$ cat src/rtl/log_op_pipe.sv
// Two-stage pipelined evaluator of logical/reduction operators on three operands,
// with a per-burst running AND of results and a saturating count of true results.
module log_op_pipe #(
    parameter int WIDTH = 4,
    parameter int CNT_W = 8
) (
    input  logic             clk,
    input  logic             rst_n,
    input  logic             in_valid,
    output logic             in_ready,
    input  logic [2:0]       op,
    input  logic             acc_en,
    input  logic [WIDTH-1:0] a,
    input  logic [WIDTH-1:0] b,
    input  logic [WIDTH-1:0] c,
    input  logic             cnt_clr,
    output logic             out_valid,
    input  logic             out_ready,
    output logic             out_res,
    output logic             out_acc,
    output logic [CNT_W-1:0] true_cnt,
    output logic             cnt_sat
);

    localparam logic [CNT_W-1:0] CNT_MAX = '1;

    logic             r_s1_valid;
    logic [2:0]       r_s1_op;
    logic             r_s1_acc_en;
    logic [WIDTH-1:0] r_s1_a;
    logic [WIDTH-1:0] r_s1_b;
    logic [WIDTH-1:0] r_s1_c;

    logic             r_out_valid;
    logic             r_out_res;
    logic             r_out_acc;
    logic             r_acc_state;
    logic [CNT_W-1:0] r_true_cnt;

    logic             w_s2_take;
    logic             w_in_fire;
    logic             w_out_fire;
    logic             w_a_t;
    logic             w_b_t;
    logic             w_c_t;
    logic             w_res;
    logic             w_acc;
    logic             w_cnt_sat;

    // Handshake: a transfer happens on a side when valid && ready are both high at
    // the rising edge; valid never depends on ready, and a held output (out_valid,
    // out_res, out_acc) stays stable until taken. in_ready is combinational from
    // out_ready because there is no skid buffer.
    assign w_s2_take  = !r_out_valid || out_ready;
    assign in_ready   = !r_s1_valid || w_s2_take;
    assign w_in_fire  = in_valid && in_ready;
    assign w_out_fire = r_out_valid && out_ready;

    assign w_a_t = |r_s1_a;
    assign w_b_t = |r_s1_b;
    assign w_c_t = |r_s1_c;

    always_comb begin
        w_res = 1'b0;
        case (r_s1_op)
            3'd0:    w_res = w_a_t && w_b_t;
            3'd1:    w_res = w_a_t || w_b_t;
            3'd2:    w_res = !w_a_t;
            3'd3:    w_res = (r_s1_a == r_s1_b);
            3'd4:    w_res = (w_a_t && w_b_t) || w_c_t;
            3'd5:    w_res = ^r_s1_a;
            3'd6:    w_res = &r_s1_a;
            3'd7:    w_res = (r_s1_a != r_s1_b) && w_c_t;
            default: w_res = 1'b0;
        endcase
    end

    // A new burst (acc_en=0) restarts the running AND from this result alone.
    assign w_acc     = r_s1_acc_en ? (r_acc_state & w_res) : w_res;
    assign w_cnt_sat = (r_true_cnt == CNT_MAX);

    always_ff @(posedge clk or negedge rst_n) begin
        if (!rst_n) begin
            r_s1_valid  <= 1'b0;
            r_s1_op     <= '0;
            r_s1_acc_en <= 1'b0;
            r_s1_a      <= '0;
            r_s1_b      <= '0;
            r_s1_c      <= '0;
        end else if (w_in_fire) begin
            r_s1_valid  <= 1'b1;
            r_s1_op     <= op;
            r_s1_acc_en <= acc_en;
            r_s1_a      <= a;
            r_s1_b      <= b;
            r_s1_c      <= c;
        end else if (w_s2_take) begin
            r_s1_valid  <= 1'b0;
        end
    end

    always_ff @(posedge clk or negedge rst_n) begin
        if (!rst_n) begin
            r_out_valid <= 1'b0;
            r_out_res   <= 1'b0;
            r_out_acc   <= 1'b0;
            r_acc_state <= 1'b0;
        end else if (w_s2_take) begin
            r_out_valid <= r_s1_valid;
            if (r_s1_valid) begin
                r_out_res   <= w_res;
                r_out_acc   <= w_acc;
                r_acc_state <= w_acc;
            end
        end
    end

    // Clear wins over a coincident counted transfer; the count never wraps.
    always_ff @(posedge clk or negedge rst_n) begin
        if (!rst_n) begin
            r_true_cnt <= '0;
        end else if (cnt_clr) begin
            r_true_cnt <= '0;
        end else if (w_out_fire && r_out_res && !w_cnt_sat) begin
            r_true_cnt <= r_true_cnt + CNT_W'(1);
        end
    end

    assign out_valid = r_out_valid;
    assign out_res   = r_out_res;
    assign out_acc   = r_out_acc;
    assign true_cnt  = r_true_cnt;
    assign cnt_sat   = w_cnt_sat;

endmodule
$ cat config.mk
export PLATFORM = sky130hd
export DESIGN_NAME = log_op_pipe
export DESIGN_NICKNAME = d
export VERILOG_FILES = /design/src/rtl/log_op_pipe.sv
export SDC_FILE = /design/constraint.sdc
export NUM_CORES = 1
export LEC_CHECK = 0
export CAP_MARGIN = 20
export CORE_MARGIN = 3
export CORE_UTILIZATION = 49
export DETAILED_ROUTE_END_ITERATION = 7
export GPL_ROUTABILITY_DRIVEN = 1
export PLACE_DENSITY = 0.79
export SLEW_MARGIN = 20
export SYNTH_ARGS = -nofsm -noshare
export SYNTH_HDL_FRONTEND = slang
export SYNTH_SLANG_ARGS = --single-unit
$ cat constraint.sdc
create_clock -name clk -period 2.1 [get_ports clk]
set_input_delay 0.42 -clock clk [delete_from_list [all_inputs] [get_ports clk]]
set_output_delay 0.42 -clock clk [all_outputs]
set_load 0.1 [all_outputs]
==> flow_metrics.tcl, run 1 <==
set metrics [dict create \
    outcome "finished, final reports clean" \
    drcViolationCount 0 \
    critPathLaunchType "register" \
    synthTopCellsByArea "dfrtp_1, mux2_2, ha_1" \
    first_global_vias 1080 \
    hold_violations 0 \
    r2r-start "true_cnt[0]" \
    top_layer_used "met4" \
    setup_violations 0 \
    async_reset_ff_share_pct 100 \
    port_buffers 33 \
    yosys_warnings 0 \
    p_per_area_mw_per_mm2 819 \
    cp.required_ps 1680 \
    ys_ff_latch 28 \
    critPathCaptureType "output port" \
    synth_edf_count 0 \
    synthCells 122 \
    cts-resized-gates 0 \
    drive_gt1_share_pct 32.7 \
    ant_nets 0 \
    cap_violations 0 \
    antenna_cells 0 \
    grt.overflow.total 0 \
    cp.arrival_ps 1520 \
    syn2layout_area_growth_pct 31.5 \
    timing.hold.ws_ps 444 \
    drt-met1-wl_mm 1.11 \
    cts.sinks 28 \
    finish.net_count 186 \
    postSynthAreaPerCell_sq_um 11.8 \
    worstMarginPinSlew_ps 384 \
    placedCellCount 186 \
    vdd_ir_drop_max_mv 0.722 \
    r2r_slack_ps 370 \
    drt_iter0_markers 40 \
    syn-num-nets 148 \
    hold_buffers 0 \
    nFillCells 223 \
    ys_types 36 \
    dieArea_sq_mm 0.00361 \
    vias 1055 \
    die_x_microns 60.1 \
    worstReg2RegEnd "true_cnt[7]" \
    gp_congestion 0.855 \
    wl_met3_microns 152 \
    yosysMostFrequentCell "dfrtp_1" \
    relSlewSlack_pct 74.2 \
    setup-tns-final_ps 0 \
    synth_seq_area_share_pct 48.8 \
    place_ws_ps 139 \
    fmax_ghz 0.515 \
    syn_area_sq_mm 0.00144 \
    path_class "reg -> out" \
    cts_htree_levels 1 \
    grt_max_degree 29 \
    grt_pass1_wl_mm 4.60 \
    clk_latency_ps 330 \
    place_hpwl_mm 2.15 \
    rows 19 \
    design.core.area_sq_mm 0.00278 \
    slew_violations 0 \
    dr_wl_met2_mm 1.43 \
    cts_buffers 3 \
    antenna_found_initial 0 \
    pin_count 34 \
    path_max_fanout 5 \
    r2r_cells 5 \
    setup_slack_ps 159 \
    finalWirelength_mm 2.75 \
    fin_crit_sh_pct 92.4 \
    cts-root-buf "clkbuf_4" \
    synth_top_area_cell "dfrtp_1" \
    first_pass_iters 4 \
    synth_top_area_share_pct 48.8 \
    skew_ps 2.04 \
    via_per_inst 5.55 \
    cts_tree "yes" \
    wire_per_inst_microns 14.5 \
    finalCriticalPeriod_ps 1940 \
    grt_usage_pct 17.0 \
    synth_common_cells "dfrtp_1, mux2_2, nor2_1" \
    power_leakage_nw 0.799 \
    ys.flop_type "dfrtp_1" \
    initial_utilization_pct 51.6 \
    post_cts_buffers 0 \
    die_y_microns 60.1 \
    stdcell_count 190 \
    clkSlewWorstSetupHoldPaths_ps 150 \
    hold_class "in -> async" \
    rsz0062_at_grt "no" \
    cts_buffer_depth 2 \
]
## how the worst max path moves through the flow
stage	start	end	slack [ps]
4_1_cts	true_cnt[0]	cnt_sat	60
3_3_place_gp	out_ready	true_cnt[7]	200
2_1_floorplan	out_valid	r_s1_a[3]	-440
5_1_grt	true_cnt[0]	cnt_sat	70
6_report	true_cnt[0]	cnt_sat	160
3_5_place_dp	out_ready	true_cnt[7]	140
## state kept, by name, indices dropped and copies added (netlist names)
name         cells
out_valid        1
r_s1_c           4
out_res          1
r_acc_state      1
r_s1_a           4
true_cnt         8
r_s1_b           4
r_s1_op          3
r_s1_valid       1
r_s1_acc_en      1
## cells by family (layout without fill, tap and decap cells)
group,Yosys count,count (layout),synth area share (%)
simple gates,34,34,14.4
flops,28,28,48.8
compound gates,19,19,10.1
xor+xnor,11,11,6.71
fa+ha+maj,5,5,4.36
mux,17,17,13.3
buf+inv,8,45,2.35
## layout by cell type, fill, tap and decap left out, types with 5 or more instances in the layout
cell type | netlist | final
nand2b_1 | 5 | 5
clkdlybuf4s50_1 | 0 | 20
dfrtp_1 | 28 | 19
xnor2_1 | 5 | 5
nand2_1 | 6 | 5
inv_1 | 6 | 6
nor2_1 | 9 | 8
mux2_2 | 16 | 16
xor2_1 | 6 | 6
dfrtp_2 | 0 | 6
ha_1 | 5 | 5
buf_4 | 1 | 13
## per-layer routing
layer,up-vias,GRT usage [%]
li1,517,-
met1,504,18.4
met2,27,32.1
met3,7,2.16
met4,0,7.91
met5,-,0
## critical path, stage by stage (launching register included)
cell	delay, ps
dfrtp_4	460
ha_1	220
nand3_2	170
nor2_4	160
buf_12	180
## power by group
| part | total [mW] | internal, mW | switching, mW |
|---|---|---|---|
| Clock | 0.351 | 0.193 | 0.158 |
| Sequential | 0.684 | 0.613 | 0.0705 |
| Combinational | 0.511 | 0.201 | 0.310 |
## area by class of cell
class | count | area (sq um) | share of cell area (%)
inverters | 6 | 22.5 | 1.19
flip-flops and latches | 28 | 719 | 38.1
well taps | 31 | 38.8 | 2.06
clock inverters | 1 | 30.0 | 1.59
multi-input cells | 86 | 716 | 37.9
clock buffers | 3 | 22.5 | 1.19
repair buffers | 35 | 338 | 17.9
## through the flow
stage	instance area [sq um]	util, %	total power [mW]
detailed placement	1830	65.8	1.21
global route	1890	67.8	1.62
finish	1890	67.8	1.55
floorplan	1470	-	1.06
global placement	1830	65.8	1.19
CTS	1880	67.7	1.56
No activity file was read; power rests on OpenSTA's default activity.
==> run 2, diff against run 1 <==
- CORE_MARGIN: 3 -> not set
- CORE_UTILIZATION: 49 -> 46
- PLACE_DENSITY: 0.79 -> 0.75
- clock period: 2.1 -> 1.95 ns (I/O delays scaled with it)
==> run 2 against run 1 <==
  * The run now ends with design-rule violations left
  * Sequential cell count unchanged
  * Utilization up 2.8 points
  * Cell count up 0.53%
  * Count of clock-buffer cells in the layout unchanged
  * Hold slack worse by 36 ps
  * Register-to-register slack about the same
  * Via count up 2.0%
  * Clock power up 11%
  * Non-clock buffer count up 1
  * Cell area up 6.8%
  * Critical endpoint unchanged
==> flow_metrics.tcl, run 2 (same netlist as run 1, synthesis figures left out) <==
set metrics [dict create \
    outcome "complete, but fails checks" \
    violations "design-rule violations" \
    first_pass_iters 6 \
    placedCellCount 187 \
    vias 1076 \
    hold_buffers 0 \
    p_per_area_mw_per_mm2 849 \
    pin_count 34 \
    gp_congestion 0.771 \
    r2r_slack_ps 360 \
    clk_latency_ps 330 \
    setup.worst_path.start "true_cnt[0]" \
    post_cts_buffers 0 \
    worstReg2RegEnd "true_cnt[7]" \
    syn2layout_area_growth_pct 40.5 \
    setup.worst_path.end "cnt_sat" \
    power_leakage_nw 0.826 \
    slew_violations 0 \
    clkSlewWorstSetupHoldPaths_ps 150 \
    r2r_cells 5 \
    vdd_ir_drop_max_mv 0.644 \
    antenna_found_initial 0 \
    cts_tree "yes" \
    worstPathCellList "ha_4 > nand3_4 > nor2_4 > buf_12" \
    r2r-start "true_cnt[0]" \
    die_x_microns 57.9 \
    cp.arrival_ps 1440 \
    setup_violations 0 \
    swShare_pct 34.8 \
    finish.net_count 187 \
    comb_power_share_pct 33.9 \
    grt_max_degree 29 \
    cap_violations 0 \
    drt_iter0_markers 39 \
    path_buf_inv 1 \
    critPathLaunchType "register" \
    largest_reg_flops 8 \
    grt_pass1_wl_mm 4.91 \
    cts_htree_levels 1 \
    totalPowerFinal_mw 1.71 \
    skew_ps 1.28 \
    fmax_ghz 0.546 \
    stdcell_count 191 \
    placed_area_sq_mm 0.00194 \
    fin_crit_sh_pct 93.9 \
    port_buffers 33 \
    grt.overflow.total 0 \
    wire_per_inst_microns 15.0 \
    die_y_microns 57.9 \
    ant_nets 0 \
    antenna_cells 0 \
    final_area_sq_mm 0.00202 \
    nFillCells 230 \
    critPathCaptureType "output port" \
    drcViolationCount 4 \
    finalCriticalPeriod_ps 1830 \
    rows 19 \
    hold_class "in -> async" \
    first_global_vias 1142 \
    rsz0062_at_grt "no" \
    switching_power_uw 596 \
    setup-tns-final_ps 0 \
    cts_buffers 3 \
    drive_gt1_share_pct 34.4 \
    cp_slowest_cell "dfrtp_4" \
    crit_cells 4 \
    relSlewSlack_pct 73.7 \
    initial_utilization_pct 50.3 \
    final_cell_mix "clkdlybuf4s50_1, dfrtp_1, mux2_2, buf_12, nor2_1" \
    via_per_inst 5.63 \
    seqPwrFrac_pct 43.5 \
    path_class "reg -> out" \
    design.core.area_sq_mm 0.00285 \
    critPathMaxStageDelay_ps 490 \
    grt_usage_pct 19.2 \
    worstMarginPinSlew_ps 391 \
    finalWirelength_mm 2.87 \
    crit_family "flip-flops" \
    cts-root-buf "clkbuf_4" \
    path_max_fanout 5 \
    hold_violations 0 \
    dieArea_sq_mm 0.00335 \
    place_hpwl_mm 2.18 \
    intPower_mw 1.12 \
    cts.sinks 28 \
    cts_buffer_depth 2 \
    cp.required_ps 1560 \
    pwr-share-clk_pct 22.7 \
    final_common_cell "clkdlybuf4s50_1" \
]
==> run 2: final cells by class <==
class                           instances  area, sq um  area share, %
Multi-Input combinational cell         86          736           36.5
Clock inverter                          1         30.0           1.49
Tap cell                               31         38.8           1.92
Clock buffer                            3         22.5           1.12
Sequential cell                        28          721           35.8
Inverter                                6         22.5           1.12
Timing Repair Buffer                   36          445           22.1
==> run 2: what timing repair did <==
action,in CTS,in global routing
resized for setup,1,2
gates cloned,0,0
endpoints found under the setup margin,1,1
==> run 2: worst min-delay path by stage <==
stage                          from   endpoint  depth (start not counted)
after floorplan               rst_n    out_res                          0
after global placement    r_s1_c[2]  r_s1_c[2]                          1
after global routing          rst_n  r_s1_a[0]                          2
after CTS                     rst_n  out_valid                          2
final                         rst_n  out_valid                          2
after detailed placement  r_s1_c[0]  r_s1_c[0]                          1
==> run 2: power groups by stage <==
| stage | registers [mW] | clock network, mW | logic, mW |
|---|---|---|---|
| after CTS | 0.741 | 0.390 | 0.583 |
| after floorplan | 0.910 | 0 | 0.234 |
| final | 0.744 | 0.388 | 0.580 |
| after global routing | 0.758 | 0.414 | 0.620 |
| after global placement | 0.747 | 0 | 0.565 |
| after detailed placement | 0.753 | 0 | 0.581 |
==> run 2: per-layer routing <==
metal	GRT usage, %	wire length (microns)
met2	38.1	1570
met5	0	0
met1	20.1	1170
met4	4.42	21
met3	4.69	110
==> run 2: stage by stage <==
stage	hold slack [ps]	setup WS, ps	util (%)
floorplan	94.4	-585	-
global placement	480	112	68.1
detailed placement	494	84.0	68.1
CTS	425	12.7	70.0
global route	440	66.2	70.7
finish	408	119	70.7
